[src/rtl/pipe_reg_chain.sv]
// pipe_reg_chain: DEPTH-stage elastic pipeline register, per-stage valid, bubble collapse, flush.
// Latency: DEPTH cycles from acceptance to out_valid; one extra when a word waits in the skid entry.
// Backpressure: combinational ready chain back from out_ready; PIPE_REG_CHAIN_SKID_EN makes in_ready a flop.
module pipe_reg_chain #(
   parameter int WIDTH = 32,
   parameter int DEPTH = 2
) (
   input  logic                       clk,
   input  logic                       rst,
   input  logic                       flush,
   input  logic                       in_valid,
   output logic                       in_ready,
   input  logic [WIDTH-1:0]           in_data,
   output logic                       out_valid,
   input  logic                       out_ready,
   output logic [WIDTH-1:0]           out_data,
   output logic [$clog2(DEPTH+2)-1:0] occupancy
);

   localparam int OCC_W = $clog2(DEPTH+2);

   // Stage state: index 0 is the input side, DEPTH-1 drives the outputs.
   logic [DEPTH-1:0] v;
   logic [WIDTH-1:0] d [DEPTH];

   // Per-stage ready, and what each stage would load if it loads this cycle.
   logic [DEPTH-1:0] r;
   logic [DEPTH-1:0] up_vld;
   logic [WIDTH-1:0] up_dat [DEPTH];

   // Source feeding stage 0 (either the upstream port or the skid entry).
   logic             s0_src_vld;
   logic [WIDTH-1:0] s0_src_dat;

   logic in_xfer;
   logic out_xfer;

   assign out_valid = v[DEPTH-1];
   assign out_data  = d[DEPTH-1];
   assign out_xfer  = out_valid && out_ready;

   // Ready ripples back from the output: an empty stage, or one whose
   // successor is moving, can take a new word, so bubbles collapse.
   always_comb begin
      r = '0;
      r[DEPTH-1] = !v[DEPTH-1] || out_ready;
      for (int i = DEPTH-2; i >= 0; i--) begin
         r[i] = !v[i] || r[i+1];
      end
   end

   // Each stage's upstream neighbour: stage 0 sees the input source,
   // every other stage sees the stage before it.
   always_comb begin
      up_vld = '0;
      for (int i = 0; i < DEPTH; i++) begin
         up_dat[i] = '0;
      end
      up_vld[0] = s0_src_vld;
      up_dat[0] = s0_src_dat;
      for (int i = 1; i < DEPTH; i++) begin
         up_vld[i] = v[i-1];
         up_dat[i] = d[i-1];
      end
   end

`ifdef PIPE_REG_CHAIN_SKID_EN
   // Skid entry in front of stage 0; lets in_ready come from a flop.
   logic             sv;
   logic [WIDTH-1:0] sd;

   assign in_ready   = !sv && !flush;
   assign in_xfer    = in_valid && in_ready;
   // While the skid holds a word it is the only source for stage 0; in_ready
   // is low then, so in_data can never compete with it.
   assign s0_src_vld = sv || in_xfer;
   assign s0_src_dat = sv ? sd : in_data;

   // Park an accepted word when stage 0 is blocked; release it once stage 0 loads.
   always_ff @(posedge clk) begin
      if (rst) begin
         sv <= 1'b0;
         sd <= '0;
      end else if (flush) begin
         sv <= 1'b0;
      end else if (sv) begin
         if (r[0]) begin
            sv <= 1'b0;
         end
      end else if (in_xfer && !r[0]) begin
         sv <= 1'b1;
         sd <= in_data;
      end
   end
`else
   assign in_ready   = r[0] && !flush;
   assign in_xfer    = in_valid && in_ready;
   assign s0_src_vld = in_xfer;
   assign s0_src_dat = in_data;
`endif

   // Stage registers: flush drops valids but leaves data alone; data is only
   // written when a valid word actually moves in, so idle stages hold.
   always_ff @(posedge clk) begin
      if (rst) begin
         v <= '0;
         for (int i = 0; i < DEPTH; i++) begin
            d[i] <= '0;
         end
      end else if (flush) begin
         v <= '0;
      end else begin
         for (int i = 0; i < DEPTH; i++) begin
            if (r[i]) begin
               v[i] <= up_vld[i];
               if (up_vld[i]) begin
                  d[i] <= up_dat[i];
               end
            end
         end
      end
   end

   // Entry count including the skid word: +1 per accept, -1 per departure.
   always_ff @(posedge clk) begin
      if (rst || flush) begin
         occupancy <= '0;
      end else if (in_xfer && !out_xfer) begin
         occupancy <= occupancy + OCC_W'(1);
      end else if (!in_xfer && out_xfer) begin
         occupancy <= occupancy - OCC_W'(1);
      end
   end

endmodule

[config.mk]
export PLATFORM = sky130hd
export DESIGN_NAME = pipe_reg_chain
export DESIGN_NICKNAME = d
export VERILOG_FILES = /design/src/rtl/pipe_reg_chain.sv
export SDC_FILE = /design/constraint.sdc
export NUM_CORES = 1
export LEC_CHECK = 0
export CORE_ASPECT_RATIO = 0.7
export CORE_UTILIZATION = 35
export CTS_BUF_LIST = sky130_fd_sc_hd__clkbuf_2
export CTS_CLUSTER_SIZE = 8
export DETAILED_ROUTE_END_ITERATION = 10
export SYNTH_ARGS = -nofsm -noshare
export SYNTH_HDL_FRONTEND = slang
export SYNTH_SLANG_ARGS = --single-unit
[constraint.sdc]
create_clock -name clk -period 3.7 [get_ports clk]
set_input_delay 0.74 -clock clk [delete_from_list [all_inputs] [get_ports clk]]
set_output_delay 0.74 -clock clk [all_outputs]
set_load 0.1 [all_outputs]
**Yosys cells after proc, flatten, opt, wreduce, memory -nomap -nowiden**

Memory sizes are Yosys's and may differ from the RTL's.
Index checks and enable logic that the tools add are counted.

- Bits in registers: 4
- Bits in writable memories: 64
- Input port bits: 37
- Output and inout bits: 36
- Logic and storage cells: 39
- Memories: 1

Memories:

| name | depth | width | rd ports | clocked after Yosys merged registers in | wr ports | line | source |
|---|---|---|---|---|---|---|---|
| d | 2 | 32 | 2 | 0 | 2 | 24 | `logic [WIDTH-1:0] d [DEPTH];` |

- Add/sub/neg operators: 2
- Multiplexer cells: 16
- Bitwise operators: 2
- Reductions and logical operators: 15

Operator list:

| kind | number |
|---|---|
| two-way mux 32 bit | 2 |
| two-way mux 1 bit | 12 |
| logical AND 1 bit | 5 |
| logical NOT 1 bit | 5 |
| two-way mux 2 bit | 2 |
| logical OR 1 bit | 3 |
| adder 2 x 1 -> 2 bit, second input constant | 1 |
| bitwise OR 1 bit | 2 |
| nonzero test 2 bit | 1 |
| OR reduction 2 bit | 1 |
| subtractor 2 x 1 -> 2 bit, second input constant | 1 |

**Longest topological paths before layout**

- Depth after elaboration: 11
- Mapped depth: 7
- Depth with buffers taken out: 7

**Least setup slack after synthesis**

OpenSTA, ideal clock, no wires.

- Kind: register -> register
- From: register v[1]
- To: memory d[0][0], enable pin
- Library setup time: 388 ps
- Data arrival time: 3,247 ps
- Data required time: 3,312 ps
- Slack: 65 ps
- Cell stages (with the launch flop): 4
- Path buffers: 0
- Clock period less this slack: 3,635 ps
- Cell sequence: dfxtp_1 and3b_1 nor2_1 a21o_1

RTL lines:

| element | line | source |
|---|---|---|
| from (decl) | 23 | `logic [DEPTH-1:0] v;` |
| from (signal, indexed assignment) | 115 | `v[i] <= up_vld[i];` |
| to (decl) | 24 |  |

**Final worst setup path**

- From: register occupancy[0]
- To: output occupancy[0]

RTL lines:

| element | line | source |
|---|---|---|
| from (decl) | 17 | `output logic [$clog2(DEPTH+2)-1:0] occupancy` |
| from (signal assigned) | 129 | `occupancy <= occupancy + OCC_W'(1);` |
| from (signal assigned) | 131 | `occupancy <= occupancy - OCC_W'(1);` |

No word-level cell between the ends.

==> reports/qor.csv <==
stage;metric;value;unit
synth;Synth Area in Compound Gates;1.551;%
run;Max-cap violations;0;
grt;grt ovf;0;
critical_path;RR Endpoint;occupancy[1]$_SDFFE_PP0P_;
critical_path;R2R Setup Slk;1.83;ns
routing;Routed WL per cell;13.02;µm
place;GPL Wtd Cong;0.6489;
clocking;Longest Clk Path Bufs;2;
sta;max_slew headroom;32.72;%
power;Pleak;1.299;nW
critical_path;CP Buf/Inv Count;1;
worst_hold_path;Hold Path Sink;d[0][53]$_SDFFCE_PN0P_;
synth;Yosys cell types;20;
clocking;H-tree depth;3;
floorplanning;Top Ports;73;
sta;Final Setup Violations;0;
place;port bufs;72;
power;Net Sw Frac;30.33;%
critical_path;crit end category;output pin;
clocking;post-CTS resize count;0;
clocking;hold_buf cts;0;
power;clock power share;22.2;%
critical_path;cell family contributing the most delay on the critical path;buffers and inverters;
sta;RSZ-0062 raised after global routing;no;
grt;vias in the first global route;1434;
critical_path;WP data required;2.96;ns
grt;GR Util All Layers;11.64;%
sta;Final Hold Fails;0;
power;Tot Pwr;1.513;mW
synth;largest family of logic cells by synthesized area;simple AND/OR/NAND/NOR gates;
clocking;postcts setup bufs;0;
routing;via count;1454;
grt;first-pass GRT wire length;7.044;mm
synth;Synth Instances;191;
layout;ANT cells;0;
power;Psw;0.4587;mW
layout;share of cells above drive strength 1;8.230;%
run_status;status;finished clean;
routing;drc violations;0;
power;Pint;1.054;mW
critical_path;critical-path cell list;clkdlybuf4s50_1;
grt;largest net degree at the start of global routing;65;
sta;fmax;358.9;MHz
synth;flip-flop and latch count after synthesis;68;
critical_path;reg2reg start;v[1]$_SDFFE_PP0P_;
floorplanning;Die Y;77.14;µm
critical_path;CP Data Arrival Time;2.05;ns
routing;via-per-instance ratio;4.264;
power;peak supply drop;208.4;µV
critical_path;slowest CP cell;clkdlybuf4s50_1;
clocking;CTS Sinks;68;
routing;DRC marker count from the first detailed-route iteration;54;
routing;Routed Antenna Nets;0;
floorplanning;core box area;7547;µm²
sta;Final Max Tran Viols;0;
synth;Seq/Total Area, Yosys;70.92;%
critical_path;R2R depth;6;
floorplanning;initial core utilization;37.40;%
floorplanning;die footprint;8434;µm²
sta;Tmin final;2.787;ns
critical_path;Worst path max stage delay;1.15;ns
sta;Tightest Pin Transition;1.006;ns
clocking;Root Buffer;clkbuf_2;
worst_hold_path;Hold Crit Class;reg2reg;
grt;antenna violations before repair;0;
power;Seq pwr share;59.4;%
clocking;CTS tree;built;
power;Comb pwr share;18.3;%
synth;Synth Area in XOR/XNOR;0.6206;%
floorplanning;Die Wd;109.3;µm
synth;Post-Synth Simple-Gate Area;16.62;%
synth;fraction of synthesized area in multiplexers;0;%
critical_path;critical path class;reg2out;
layout;area grow syn2layout;23.63;%
sta;Fin Hold WS;0.5244;ns
synth;post-synth net total;229;
clocking;Clock Latency Late Sink;0.48;ns
clocking;clk slew on worst S/H paths;0.19;ns
synth;Syn Area/Cell;14.78;µm²
worst_hold_path;Hold Crit Start;d[0][21]$_SDFFCE_PN0P_;
critical_path;worst-path fanout max;3;
clocking;CTS Buf Count;9;
critical_path;startpoint types;register;
synth;Post-Syn Area;2823;µm²
sta;clk_skew;0.01740;ns
layout;Final nets;276;
synth;Synth Area in Adders;0.4433;%
routing;DRT Pass-1 Iters;4;
place;DP Wirelength;2.805;mm
floorplanning;FP Rows;26;
sta;Setup Total Neg Slack;0;ns
sta;fin crit share;75.32;%
routing;Detailed Route WL;4.440;mm
worst_hold_path;Hold Path Depth;1;
power;pwr/cell area;433.5;nW/µm²
synth;Ys Warns;0;
[logic make-up after synthesis]
| logic type | Yosys count |
|---|---|
| simple gates | 74 |
| flops | 68 |
| fa+ha+maj | 1 |
| buf+inv | 40 |
| compound gates | 6 |
| xor+xnor | 2 |
[sequential cells by signal (all words and copies together), names as in the netlist]
register	count
occupancy	2
v	2
d	64
[power by group through the flow]
| stage | logic [mW] | clock network [mW] | registers (mW) |
|---|---|---|---|
| after detailed placement | 0.280 | 0 | 0.918 |
| after global routing | 0.290 | 0.392 | 0.904 |
| after global placement | 0.278 | 0 | 0.916 |
| after floorplan | 0.208 | 0 | 0.921 |
| final | 0.277 | 0.336 | 0.899 |
| after CTS | 0.281 | 0.356 | 0.900 |
[how the worst max path moves through the flow]
stage	slack (ns)	cells after the start	from	endpoint
after global placement	1.02	4	out_ready	in_ready
after detailed placement	1.00	7	out_ready	occupancy[1]$_SDFFE_PP0P_
after floorplan	0.06	3	v[1]$_SDFFE_PP0P_	d[0][0]$_SDFFCE_PN0P_
final	0.91	1	occupancy[0]$_SDFFE_PP0P_	occupancy[0]
after global routing	0.80	1	occupancy[0]$_SDFFE_PP0P_	occupancy[0]
after CTS	0.85	1	v[1]$_SDFFE_PP0P_	out_valid
[through the flow]
step	area, µm²	worst slack (ns)	cells	utilization, %
global route	3490	0.7958	341	46.24
CTS	3490	0.8498	341	46.24
floorplan	2823	0.06469	191	-
detailed placement	3408	1.001	325	45.16
finish	3490	0.9133	341	46.24
global placement	3408	1.023	325	45.16
[cells in the final DEF, fill, tap and decap left out, types with 2 or more instances in the layout]
cell type / synthesis / layout
clkbuf_2: 6 / 10
clkdlybuf4s50_1: 0 / 71
dfxtp_1: 4 / 4
inv_1: 2 / 2
edfxtp_1: 64 / 64
a21boi_0: 2 / 2
clkinv_2: 0 / 4
and2_1: 65 / 65
nor2_1: 3 / 3
xor2_1: 2 / 2
buf_4: 32 / 3
[final cells by class]
cell class / instances / area (µm²)
inverters: 2 / 7.507
multi-input cells: 83 / 543.0
flip-flops and latches: 68 / 2002
clock inverters: 6 / 31.28
clock buffers: 10 / 50.05
well taps: 98 / 122.6
fillers: 720 / 4058
repair buffers: 74 / 733.2
[Yosys cell counts]
cell	number	area share (%)
a21boi_0	2	0.53
a21o_1	1	0.27
a31o_2	1	0.31
and2_1	65	14
and3b_1	1	0.31
buf_4	32	8.5
clkbuf_2	6	1.1
dfxtp_1	4	2.8
edfxtp_1	64	68
ha_1	1	0.44
inv_1	2	0.27
nand2_1	1	0.13
nand2b_1	1	0.22
nor2_1	3	0.40
nor3_1	1	0.18
nor4_4	1	0.75
o21a_1	1	0.27
o21ai_0	1	0.18
or3_1	1	0.22
xor2_1	2	0.62
[metal layers]
metal	wire length (µm)	track usage, %	part of all wire [%]	up-vias
met3	384	5.782	8.6	8
li1	-	-	-	710
met5	0	0	0	-
met4	78	5.200	1.8	0
met2	2009	17.74	45	59
met1	1967	13.74	44	677
Note: power is estimated with default switching activity, not from simulation.
